[src/rtl/mac_pkg.sv]
// Shared types and constants for the transmit MAC framer.
package mac_pkg;

    typedef enum logic [2:0] {
        IDLE,
        PRE,
        DATA,
        PAD,
        FCS,
        IFG
    } tx_state_t;

    localparam logic [7:0]  ETH_PREAMBLE_BYTE = 8'h55;
    localparam logic [7:0]  ETH_SFD           = 8'hD5;
    localparam logic [31:0] CRC32_POLY        = 32'h04C11DB7;
    localparam logic [31:0] CRC32_INIT        = 32'hFFFFFFFF;
    localparam logic [31:0] CRC32_XOR_OUT     = 32'hFFFFFFFF;

endpackage

[src/rtl/mac_lfsr.sv]
// Combinational Galois-form CRC/LFSR step: advances the state by DATA_W input
// bits in one cycle. REVERSED selects LSB-first (reflected) processing.
module mac_lfsr #(
    parameter int unsigned      WIDTH    = 32,
    parameter int unsigned      DATA_W   = 8,
    parameter logic [WIDTH-1:0] POLY     = 32'h04C11DB7,
    parameter logic [WIDTH-1:0] INIT     = '1,
    parameter logic [WIDTH-1:0] XOR_OUT  = '1,
    parameter bit               REVERSED = 1'b1
) (
    input  logic              clear,
    input  logic [WIDTH-1:0]  state_in,
    input  logic [DATA_W-1:0] data_in,
    output logic [WIDTH-1:0]  state_out,
    output logic [WIDTH-1:0]  crc_out
);

    function automatic logic [WIDTH-1:0] reflect(input logic [WIDTH-1:0] v);
        logic [WIDTH-1:0] r;
        r = '0;
        for (int unsigned i = 0; i < WIDTH; i++) begin
            r[i] = v[WIDTH-1-i];
        end
        return r;
    endfunction

    localparam logic [WIDTH-1:0] POLY_REV = reflect(POLY);

    logic [WIDTH-1:0] s;
    logic             fb;

    // Bit-serial Galois update unrolled over the data word; clear reseeds.
    always_comb begin
        s  = state_in;
        fb = 1'b0;
        for (int unsigned i = 0; i < DATA_W; i++) begin
            if (REVERSED) begin
                fb = s[0] ^ data_in[i];
                s  = s >> 1;
                if (fb) s = s ^ POLY_REV;
            end else begin
                fb = s[WIDTH-1] ^ data_in[DATA_W-1-i];
                s  = s << 1;
                if (fb) s = s ^ POLY;
            end
        end
        state_out = clear ? INIT : s;
    end

    assign crc_out = state_in ^ XOR_OUT;

endmodule

[src/rtl/mac_tx_fcs_insert.sv]
// Transmit MAC framer: preamble/SFD, payload, optional zero pad, CRC-32 FCS
// and enforced inter-frame gap onto a GMII-style byte stream.
// Build option: define MAC_TX_PAD_EN to pad short frames to MIN_FRAME_BYTES.
module mac_tx_fcs_insert
    import mac_pkg::*;
#(
    parameter int unsigned MIN_FRAME_BYTES = 60,
    parameter int unsigned IFG_BYTES       = 12,
    parameter int unsigned PREAMBLE_BYTES  = 7
) (
    input  logic       phy_tx_clk,
    input  logic       phy_tx_rst,
    input  logic [7:0] mac_tdata_in,
    input  logic       mac_tvalid_in,
    output logic       mac_tready_out,
    input  logic       mac_tlast_in,
    output logic [7:0] phy_txd_out,
    output logic       phy_tvalid_out,
    output logic       phy_terr_out
);

`ifdef MAC_TX_PAD_EN
    localparam bit PAD_EN = 1'b1;
`else
    localparam bit PAD_EN = 1'b0;
`endif

    localparam logic [16:0] MIN17    = 17'(MIN_FRAME_BYTES);
    localparam logic [7:0]  PRE_LEN  = 8'(PREAMBLE_BYTES);
    localparam logic [7:0]  IFG_LAST = 8'(IFG_BYTES - 1);

    tx_state_t   state_q, state_d;
    logic [7:0]  txd_q, txd_d;
    logic        tvalid_q, tvalid_d;
    logic        terr_q, terr_d;
    logic [7:0]  pre_cnt_q, pre_cnt_d;
    logic [15:0] byte_cnt_q, byte_cnt_d;
    logic [1:0]  fcs_cnt_q, fcs_cnt_d;
    logic [7:0]  ifg_cnt_q, ifg_cnt_d;
    logic [31:0] crc_q, crc_next, crc_fcs;
    logic        crc_clear, crc_step;
    logic [7:0]  crc_data;
    logic [16:0] byte_cnt_inc;
    logic        below_min;

    assign byte_cnt_inc   = {1'b0, byte_cnt_q} + 17'd1;
    assign below_min      = byte_cnt_inc < MIN17;
    assign mac_tready_out = (state_q == DATA);

    mac_lfsr #(
        .WIDTH    (32),
        .DATA_W   (8),
        .POLY     (CRC32_POLY),
        .INIT     (CRC32_INIT),
        .XOR_OUT  (CRC32_XOR_OUT),
        .REVERSED (1'b1)
    ) u_crc (
        .clear     (crc_clear),
        .state_in  (crc_q),
        .data_in   (crc_data),
        .state_out (crc_next),
        .crc_out   (crc_fcs)
    );

    // Next-state, next-output and counter updates for the framing FSM.
    // IDLE already loads the first preamble byte so the stream has no gap.
    always_comb begin
        state_d    = state_q;
        txd_d      = '0;
        tvalid_d   = 1'b0;
        terr_d     = 1'b0;
        pre_cnt_d  = pre_cnt_q;
        byte_cnt_d = byte_cnt_q;
        fcs_cnt_d  = fcs_cnt_q;
        ifg_cnt_d  = ifg_cnt_q;
        crc_clear  = 1'b0;
        crc_step   = 1'b0;
        crc_data   = mac_tdata_in;
        case (state_q)
            IDLE: begin
                if (mac_tvalid_in) begin
                    txd_d      = ETH_PREAMBLE_BYTE;
                    tvalid_d   = 1'b1;
                    pre_cnt_d  = 8'd1;
                    byte_cnt_d = '0;
                    crc_clear  = 1'b1;
                    state_d    = PRE;
                end
            end
            PRE: begin
                tvalid_d = 1'b1;
                if (pre_cnt_q < PRE_LEN) begin
                    txd_d     = ETH_PREAMBLE_BYTE;
                    pre_cnt_d = pre_cnt_q + 8'd1;
                end else begin
                    txd_d   = ETH_SFD;
                    state_d = DATA;
                end
            end
            DATA: begin
                tvalid_d = 1'b1;
                if (mac_tvalid_in) begin
                    txd_d    = mac_tdata_in;
                    crc_step = 1'b1;
                    if (byte_cnt_q != '1) byte_cnt_d = byte_cnt_q + 16'd1;
                    if (mac_tlast_in) begin
                        fcs_cnt_d = '0;
                        state_d   = (PAD_EN && below_min) ? PAD : FCS;
                    end
                end else begin
                    terr_d    = 1'b1;
                    ifg_cnt_d = '0;
                    state_d   = IFG;
                end
            end
`ifdef MAC_TX_PAD_EN
            PAD: begin
                tvalid_d   = 1'b1;
                crc_data   = 8'h00;
                crc_step   = 1'b1;
                byte_cnt_d = byte_cnt_inc[15:0];
                if (!below_min) begin
                    fcs_cnt_d = '0;
                    state_d   = FCS;
                end
            end
`endif
            FCS: begin
                tvalid_d = 1'b1;
                txd_d    = crc_fcs[{fcs_cnt_q, 3'b000} +: 8];
                if (fcs_cnt_q == 2'd3) begin
                    ifg_cnt_d = '0;
                    state_d   = IFG;
                end else begin
                    fcs_cnt_d = fcs_cnt_q + 2'd1;
                end
            end
            IFG: begin
                if (ifg_cnt_q == IFG_LAST) begin
                    state_d = IDLE;
                end else begin
                    ifg_cnt_d = ifg_cnt_q + 8'd1;
                end
            end
            default: state_d = IDLE;
        endcase
    end

    // State, counters, CRC and registered PHY outputs.
    always_ff @(posedge phy_tx_clk or posedge phy_tx_rst) begin
        if (phy_tx_rst) begin
            state_q    <= IDLE;
            txd_q      <= '0;
            tvalid_q   <= 1'b0;
            terr_q     <= 1'b0;
            pre_cnt_q  <= '0;
            byte_cnt_q <= '0;
            fcs_cnt_q  <= '0;
            ifg_cnt_q  <= '0;
            crc_q      <= CRC32_INIT;
        end else begin
            state_q    <= state_d;
            txd_q      <= txd_d;
            tvalid_q   <= tvalid_d;
            terr_q     <= terr_d;
            pre_cnt_q  <= pre_cnt_d;
            byte_cnt_q <= byte_cnt_d;
            fcs_cnt_q  <= fcs_cnt_d;
            ifg_cnt_q  <= ifg_cnt_d;
            if (crc_clear || crc_step) crc_q <= crc_next;
        end
    end

    assign phy_txd_out    = txd_q;
    assign phy_tvalid_out = tvalid_q;
    assign phy_terr_out   = terr_q;

endmodule

[config.mk]
export PLATFORM = sky130hd
export DESIGN_NAME = mac_tx_fcs_insert
export DESIGN_NICKNAME = d
export VERILOG_FILES = /design/src/rtl/mac_pkg.sv /design/src/rtl/mac_lfsr.sv /design/src/rtl/mac_tx_fcs_insert.sv
export SDC_FILE = /design/constraint.sdc
export NUM_CORES = 1
export LEC_CHECK = 0
export ABC_AREA = 1
export CAP_MARGIN = 15
export CORE_MARGIN = 2
export CORE_UTILIZATION = 45
export CTS_BUF_LIST = sky130_fd_sc_hd__clkbuf_4 sky130_fd_sc_hd__clkbuf_8
export CTS_CLUSTER_DIAMETER = 100
export DETAILED_ROUTE_END_ITERATION = 6
export GPL_TIMING_DRIVEN = 1
export SLEW_MARGIN = 5
export SYNTH_ARGS = -nofsm -noshare
export SYNTH_HDL_FRONTEND = slang
export SYNTH_HIERARCHICAL = 1
export SYNTH_SLANG_ARGS = --single-unit
[constraint.sdc]
create_clock -name phy_tx_clk -period 2.43 [get_ports phy_tx_clk]
set_input_delay 0.486 -clock phy_tx_clk [delete_from_list [all_inputs] [get_ports phy_tx_clk]]
set_output_delay 0.486 -clock phy_tx_clk [all_outputs]
set_load 0.02 [all_outputs]
==> impl_metrics.py, run 1 <==
metrics = {
    "yosys": {
        "yosys.area_share.simple": 0.421,
        "synth_compound_area_frac": 0.0689,
        "postSynthAreaPerCell_sq_um": 6.74,
        "synth_top_family_by_area": "simple AND/OR/NAND/NOR gates",
        "synth_warnings": 6,
        "synthXorXnorAreaFrac": 0.0575,
        "syn_area_sq_mm": 0.00451,
        "muxShareOfSynthArea": 0,
        "ys_types": 33,
        "synthAdderAreaFrac": 0.00833,
        "yosys.area.top_type_share": 0.194,
        "postSynthNetCount": 683,
        "synth_area_leaders": "nand2_1 (19%), dfstp_2 (19%), dfrtp_1 (17%)",
        "syn_inst": 668,
        "synth_area_leader_cell": "nand2_1",
        "ys_seq_elements": 63,
        "ys_seq_area_frac": 0.359,
    },
    "cells_and_area": {
        "layout-drive-gt1-share": 0.175,
        "antenna_cells": 0,
        "final_common_cell": "nand2_1",
        "final_nets": 711,
        "fillCellCount": 970,
        "area_delta_synth_final_pct": 14.2,
        "mostFrequentLayoutCells": "nand2_1 (233), nand3_1 (87), inv_1 (61)",
    },
    "worst_setup_path": {
        "crit_required_ns": 1.94,
        "cp_num_buf_inv": 2,
        "cp.arrival_ns": 1.82,
        "rr_startpoint": "state_q[0]$_DFFE_PP0P_",
        "worstSetupPathType": "reg -> out",
        "r2r_cells": 12,
        "slowest_delay_ns": 0.62,
        "r2r_slack_ns": 0.52,
        "crit_slowest_cell": "clkdlybuf4s50_1",
        "worst_setup_path_start_kind": "flip-flop",
        "path_max_fanout": 5,
        "cp-end-kind": "output pin",
        "crit_chain": "nor2_1 > nand2_1 > inv_1 > clkdlybuf4s50_1",
        "timing.rr.end": "crc_q[20]$_DFFE_PP1P_",
        "path_delay_family": "buffers and inverters",
    },
    "clock_tree": {
        "postCtsHoldBufs": 0,
        "insertion_delay_ns": 0.35,
        "cts-htree-levels": 3,
        "numCtsBuffers": 9,
        "postCtsSetupRepairBufs": 0,
        "cts_tree": "built",
        "cts.sinks": 63,
        "cts_root_buf": "clkbuf_8",
        "ctsResizeCount": 0,
        "clk_pin_slew_ns": 0.08,
        "clockBufferDepth": 2,
    },
    "timing": {
        "maxSlewHeadroom": 0.647,
        "clock_skew_ns": 0.00592,
        "hold_viol_final": 0,
        "finalMaxSlewViolations": 0,
        "fmax_ghz": 0.433,
        "fin_hold_ws_ns": 0.489,
        "finalSetupTns_ns": 0,
        "post-route-period-util": 0.951,
        "finalWorstSetupSlack_ns": 0.120,
        "rsz0062_at_grt": "no",
        "setup_violations": 0,
        "tightest_slew_ns": 0.529,
        "layout_min_cycle_time_ns": 2.31,
    },
    "global_routing": {
        "antenna_found_initial": 0,
        "grt.overflow.total": 0,
        "grt_pass1_wl_mm": 20.2,
        "use_met2": 0.342,
        "grt_pass1_vias": 3770,
        "grtUsageTotal": 0.236,
        "grt_max_degree": 64,
        "grt_busiest_layer": "met1",
        "use_met3": 0.0276,
        "use_met1": 0.358,
    },
    "power_and_ir_drop": {
        "power.internal_w": 0.00390,
        "irDropWorstVdd_v": 0.000551,
        "finalPower_w": 0.00776,
        "power_density_mw_per_mm2": 1510,
        "swShare": 0.498,
        "leakage_nw": 2.70,
        "switchingPower_w": 0.00386,
        "seqPwrFrac": 0.268,
        "p_clk_frac": 0.138,
        "pwr-share-comb": 0.594,
    },
    "placement": {
        "place.gp.congestion": 0.975,
        "port_buffers": 22,
        "place_ws_ns": 0.214,
        "dpl.hpwl_mm": 8.85,
    },
    "die": {
        "dieArea_sq_mm": 0.0108,
        "fp.coreArea_sq_mm": 0.00973,
        "initial_core_util": 0.463,
        "die_width_um": 104,
        "die_h_um": 104,
        "io-pin-count": 23,
        "rows": 36,
    },
    "drt": {
        "drtIter0Drc": 373,
        "drtPass1Iterations": 5,
        "via_count": 4261,
        "routedWlPerCell_um": 14.9,
        "viasPerCell": 5.11,
        "postRouteAntennaNets": 0,
        "drc_errors": 0,
        "wl_mm": 12.4,
    },
    "min_path": {
        "min_from": "crc_q[12]$_DFFE_PP1P_",
        "hold_depth": 2,
        "holdCritPathClass": "reg -> reg",
        "min_to": "crc_q[12]$_DFFE_PP1P_",
    },
    "job": {
        "maxCapViolations": 0,
    },
    "status": {
        "outcome": "finished, final reports clean",
    },
}
[worst max path at each step]
stage                           start                  endpoint  slack, ns  cells past startpoint
2_1_floorplan              phy_tx_rst  fcs_cnt_q[0]$_DFFE_PP0P_       0.43                      1
3_3_place_gp          mac_tdata_in[5]     crc_q[18]$_DFFE_PP1P_       0.15                     11
3_5_place_dp          mac_tdata_in[3]      crc_q[4]$_DFFE_PP1P_       0.21                     13
4_1_cts        state_q[0]$_DFFE_PP0P_            mac_tready_out       0.12                      4
5_1_grt        state_q[0]$_DFFE_PP0P_            mac_tready_out       0.01                      4
6_report       state_q[0]$_DFFE_PP0P_            mac_tready_out       0.12                      4
[per-layer routing]
metal	vias to the layer above	wire length [um]
li1	2132	-
met1	1970	6230
met2	136	5290
met3	23	656
met4	0	262
met5	-	0
[state kept, by name, summed over array words and instances (netlist names)]
name / cells
ifg_cnt_q: 8
crc_q: 32
phy_terr_out: 1
pre_cnt_q: 8
phy_txd_out: 8
phy_tvalid_out: 1
state_q: 3
fcs_cnt_q: 2
[power groups by stage]
stage	combinational, W	sequential, W	clock (W)
global route	0.00516	0.00214	0.00114
global placement	0.00454	0.00208	0
CTS	0.00457	0.00207	0.00110
detailed placement	0.00454	0.00209	0
floorplan	0.00341	0.00204	0
finish	0.00461	0.00208	0.00107
[cell usage after synthesis]
cell and instances:
nand3_1 87, nand2_8 1, nand4_1 1, a21boi_0 3, nand3_2 1, a21oi_1 7, o211ai_1 1, xor2_1 20
o21ai_4 1, a21o_1 1, clkbuf_1 6, xnor2_1 4, nor2_2 3, nor3_1 1, xor2_2 3, dfstp_2 32
nor2_4 1, inv_1 62, nand3b_1 1, o21bai_1 1, buf_2 7, nand2_1 233, o21ai_2 1, nor2_1 59
buf_4 3, clkinv_1 1, ha_1 3, o21ai_1 7, nand2_4 15, dfrtp_1 31, nand2_2 19, o21ai_0 34
inv_2 18
[through the flow]
stage | util | area (sq um) | std cells
5_1_grt | 0.529 | 5150 | 834
6_report | 0.529 | 5150 | 834
3_3_place_gp | 0.506 | 4920 | 818
4_1_cts | 0.529 | 5150 | 834
3_5_place_dp | 0.506 | 4920 | 818
2_1_floorplan | - | 4510 | 668
[tightest hold or removal path, delay by kind of cell, from the launching register on]
family           cells  cell delay [ns]
AND/OR/NAND/NOR      2             0.12
flip-flops           1             0.37
[area by class of cell]
cell class / instances / area, sq um / area share
well taps: 133 / 166 / 0.0323
repair buffers: 33 / 328 / 0.0637
multi-input cells: 508 / 2500 / 0.487
flip-flops and latches: 63 / 1620 / 0.314
inverters: 81 / 304 / 0.0591
clock buffers: 11 / 145 / 0.0282
clock inverters: 5 / 81.3 / 0.0158
[cells by family (layout without fill, tap and decap cells)]
logic type      count (synthesis)  in the layout
flops                          63             63
xor+xnor                       27             27
buf+inv                        97            130
simple gates                  422            422
fa+ha+maj                       3              3
compound gates                 56             56
No activity file was read; power rests on OpenSTA's default activity.
==> run 2: changes to the inputs <==
--- a/config.mk
+++ b/config.mk
@@ -6,7 +6,7 @@
 export NUM_CORES = 1
 export LEC_CHECK = 0
 export ABC_AREA = 1
-export CAP_MARGIN = 15
+export CAP_MARGIN = 10
 export CORE_MARGIN = 2
 export CORE_UTILIZATION = 45
 export CTS_BUF_LIST = sky130_fd_sc_hd__clkbuf_4 sky130_fd_sc_hd__clkbuf_8
==> results of run 2 <==
Same layout as run 1: the final DEF is identical, and so are final timing and power.
==> run 3: changes to the inputs <==
--- a/config.mk
+++ b/config.mk
@@ -5,7 +5,6 @@
 export SDC_FILE = /design/constraint.sdc
 export NUM_CORES = 1
 export LEC_CHECK = 0
-export ABC_AREA = 1
 export CAP_MARGIN = 10
 export CORE_MARGIN = 2
 export CORE_UTILIZATION = 45
==> run 3 against run 2 <==
Clock skew up 0.010 ns; area after synthesis down 11%; cell area shrank 5.7%; count of clock-buffer cells in the layout increased by 2; largest cell class unchanged.
==> impl_metrics.py, run 3 <==
metrics = {
    "clock_tree": {
        "clk_pin_slew_ns": 0.07,
        "cts-htree-levels": 3,
        "clockBufferDepth": 2,
        "cts_tree": "built",
        "postCtsHoldBufs": 0,
        "postCtsSetupRepairBufs": 0,
        "insertion_delay_ns": 0.34,
        "ctsResizeCount": 0,
        "cts_root_buf": "clkbuf_8",
        "cts.sinks": 63,
        "numCtsBuffers": 9,
    },
    "yosys": {
        "ys_types": 50,
        "synth_edf_count": 0,
        "postSynthNetCount": 367,
        "post-synth-top-count-cell": "xnor2_1",
        "synth_warnings": 6,
        "syn_inst": 352,
        "postSynthAreaPerCell_sq_um": 11.5,
        "ys_seq_area_frac": 0.401,
        "ys_seq_elements": 63,
        "syn_area_sq_mm": 0.00403,
        "synth_area_leaders": "dfstp_2 (21%), dfrtp_1 (19%), xnor2_1 (12%)",
        "yosys.area.top_type_share": 0.209,
        "synth_area_leader_cell": "dfstp_2",
        "synthArstFlopShare": 1.00,
        "synth_flop_cell": "dfstp_2",
        "synth_commonest_cells": "xnor2_1 (57), inv_1 (37), mux2_2 (33)",
    },
    "global_routing": {
        "grt.overflow.total": 0,
        "antenna_found_initial": 0,
        "grt_pass1_wl_mm": 14.0,
        "grtUsageTotal": 0.181,
        "grt_pass1_vias": 2728,
        "grt_max_degree": 64,
    },
    "die": {
        "dieArea_sq_mm": 0.00973,
        "rows": 34,
        "die_h_um": 98.7,
        "fp.coreArea_sq_mm": 0.00872,
        "die_width_um": 98.7,
        "io-pin-count": 23,
        "initial_core_util": 0.462,
    },
    "timing": {
        "hold_viol_final": 0,
        "finalMaxSlewViolations": 0,
        "fmax_ghz": 0.459,
        "setup_violations": 0,
        "rsz0062_at_grt": "no",
        "post-route-period-util": 0.897,
        "tightest_slew_ns": 0.534,
        "clock_skew_ns": 0.0164,
        "layout_min_cycle_time_ns": 2.18,
        "fin_hold_ws_ns": 0.502,
        "maxSlewHeadroom": 0.644,
    },
    "worst_setup_path": {
        "crit_path_frequent_cell": "xnor2_1",
        "worstSetupPathType": "in -> reg",
        "cp_num_buf_inv": 3,
        "cp.arrival_ns": 2.45,
        "path_max_fanout": 3,
        "crit_slowest_cell": "clkdlybuf4s50_1",
        "crit_required_ns": 2.70,
        "cp-end-kind": "flip-flop",
        "worst_setup_path_start_kind": "input pin",
        "crit_chain": "clkdlybuf4s50_1 > xnor2_2 > xnor2_1 > buf_4 > xnor2_1 > buf_4 > xnor2_1 > nand2b_1 > mux2_2",
        "slowest_delay_ns": 0.48,
        "path_delay_family": "XOR/XNOR gates",
    },
    "min_path": {
        "holdCritPathClass": "reg -> reg",
    },
    "drt": {
        "via_count": 2643,
        "postRouteAntennaNets": 0,
        "drtPass1Iterations": 4,
        "viasPerCell": 5.08,
        "routedWlPerCell_um": 15.5,
        "drc_errors": 0,
        "drtIter0Drc": 103,
        "wl_mm": 8.05,
    },
    "cells_and_area": {
        "mostFrequentLayoutCells": "xnor2_1 (57), inv_1 (36), mux2_2 (33)",
        "final_common_cell": "xnor2_1",
        "layout-drive-gt1-share": 0.362,
        "largest_reg_flops": 32,
        "top_register": "crc_q",
        "fillCellCount": 730,
        "final_util": 0.557,
        "area_delta_synth_final_pct": 20.4,
        "antenna_cells": 0,
        "final_nets": 422,
        "fin_area_sq_mm": 0.00485,
    },
    "placement": {
        "place.gp.congestion": 0.765,
        "place_area_sq_mm": 0.00464,
        "port_buffers": 22,
        "dpl.hpwl_mm": 5.61,
    },
    "job": {
        "maxCapViolations": 0,
    },
    "status": {
        "outcome": "finished, final reports clean",
    },
}
## run 3: cell types whose count changed in the layout (fill, tap and decap cells not counted), moves of 15 or more
cell      previous run  this run
nand2_1            233         9
nand3_1             87         2
xnor2_1              4        57
nor2_1              59        17
mux2_2               0        33
o21ai_0             34         1
nand2b_1             0        31
inv_1               61        36
buf_4                9        30
nand2_2             19         0
xor2_1              20         1
inv_2               19         1
nand2_4             15         0
## run 3: metrics by stage
stage | TNS [ns] | cells | setup WS [ns]
floorplan | 0 | 352 | 0.427
global placement | -0.463 | 504 | -0.0727
detailed placement | -0.639 | 504 | -0.0893
CTS | 0 | 520 | 0.263
global route | 0 | 520 | 0.130
finish | 0 | 520 | 0.250
## run 3: logic make-up (layout without fill, tap and decap cells)
group,after synthesis,in the layout,synth area share
XOR/XNOR,75,75,0.213
AO/OA/AOI/OAI,35,35,0.0698
flip-flops,63,63,0.401
adder cells (fa/ha/maj),3,3,0.00931
AND/OR/NAND/NOR,84,84,0.116
buffers and inverters,49,109,0.0475
multiplexers,43,43,0.143
## run 3: metal layers
| layer | track usage | up-vias | part of all wire |
|---|---|---|---|
| met3 | 0.0312 | 12 | 0.027 |
| met4 | 0.0601 | 0 | 0.016 |
| met1 | 0.245 | 1314 | 0.47 |
| met5 | 0 | - | 0 |
| met2 | 0.299 | 35 | 0.49 |
| li1 | - | 1282 | - |
## run 3: cell type report
class                      instances  area, sq um  area share
multi-input combinational        240         2230       0.459
sequential                        63         1620       0.333
timing repair buffer              56          526       0.108
clock buffer                      13          166      0.0343
inverter                          37          139      0.0286
tap                              108          135      0.0278
clock inverter                     3         42.5     0.00877
## run 3: worst reg2reg max path: cells and delay by family (launching register included)
kind	cells	cell delay [ns]
xor gates and xnor gates	4	0.73
DFF	1	0.57
buffers and inverters	2	0.33
muxes	1	0.26
and+or+nand+nor	1	0.06
## run 3: worst paths after layout
kind | startpoint | end | slack, ns | cells after the start
setup / recovery | mac_tdata_in[5] | crc_q[22]$_DFFE_PP1P_ | 0.25 | 9
hold / removal | pre_cnt_q[5]$_DFFE_PP0P_ | pre_cnt_q[5]$_DFFE_PP0P_ | 0.50 | 1
setup reg to reg | crc_q[5]$_DFFE_PP1P_ | crc_q[22]$_DFFE_PP1P_ | 0.43 | 8
hold reg to reg | pre_cnt_q[5]$_DFFE_PP0P_ | pre_cnt_q[5]$_DFFE_PP0P_ | 0.50 | 1
max in group asynchronous | phy_tx_rst | crc_q[11]$_DFFE_PP1P_ | 1.57 | 3
min in group asynchronous | phy_tx_rst | ifg_cnt_q[6]$_DFFE_PP0P_ | 0.53 | 3
Power of run 3 is not shown: default switching activity piles up to over one toggle a cycle in this logic, so the estimate is an artifact.
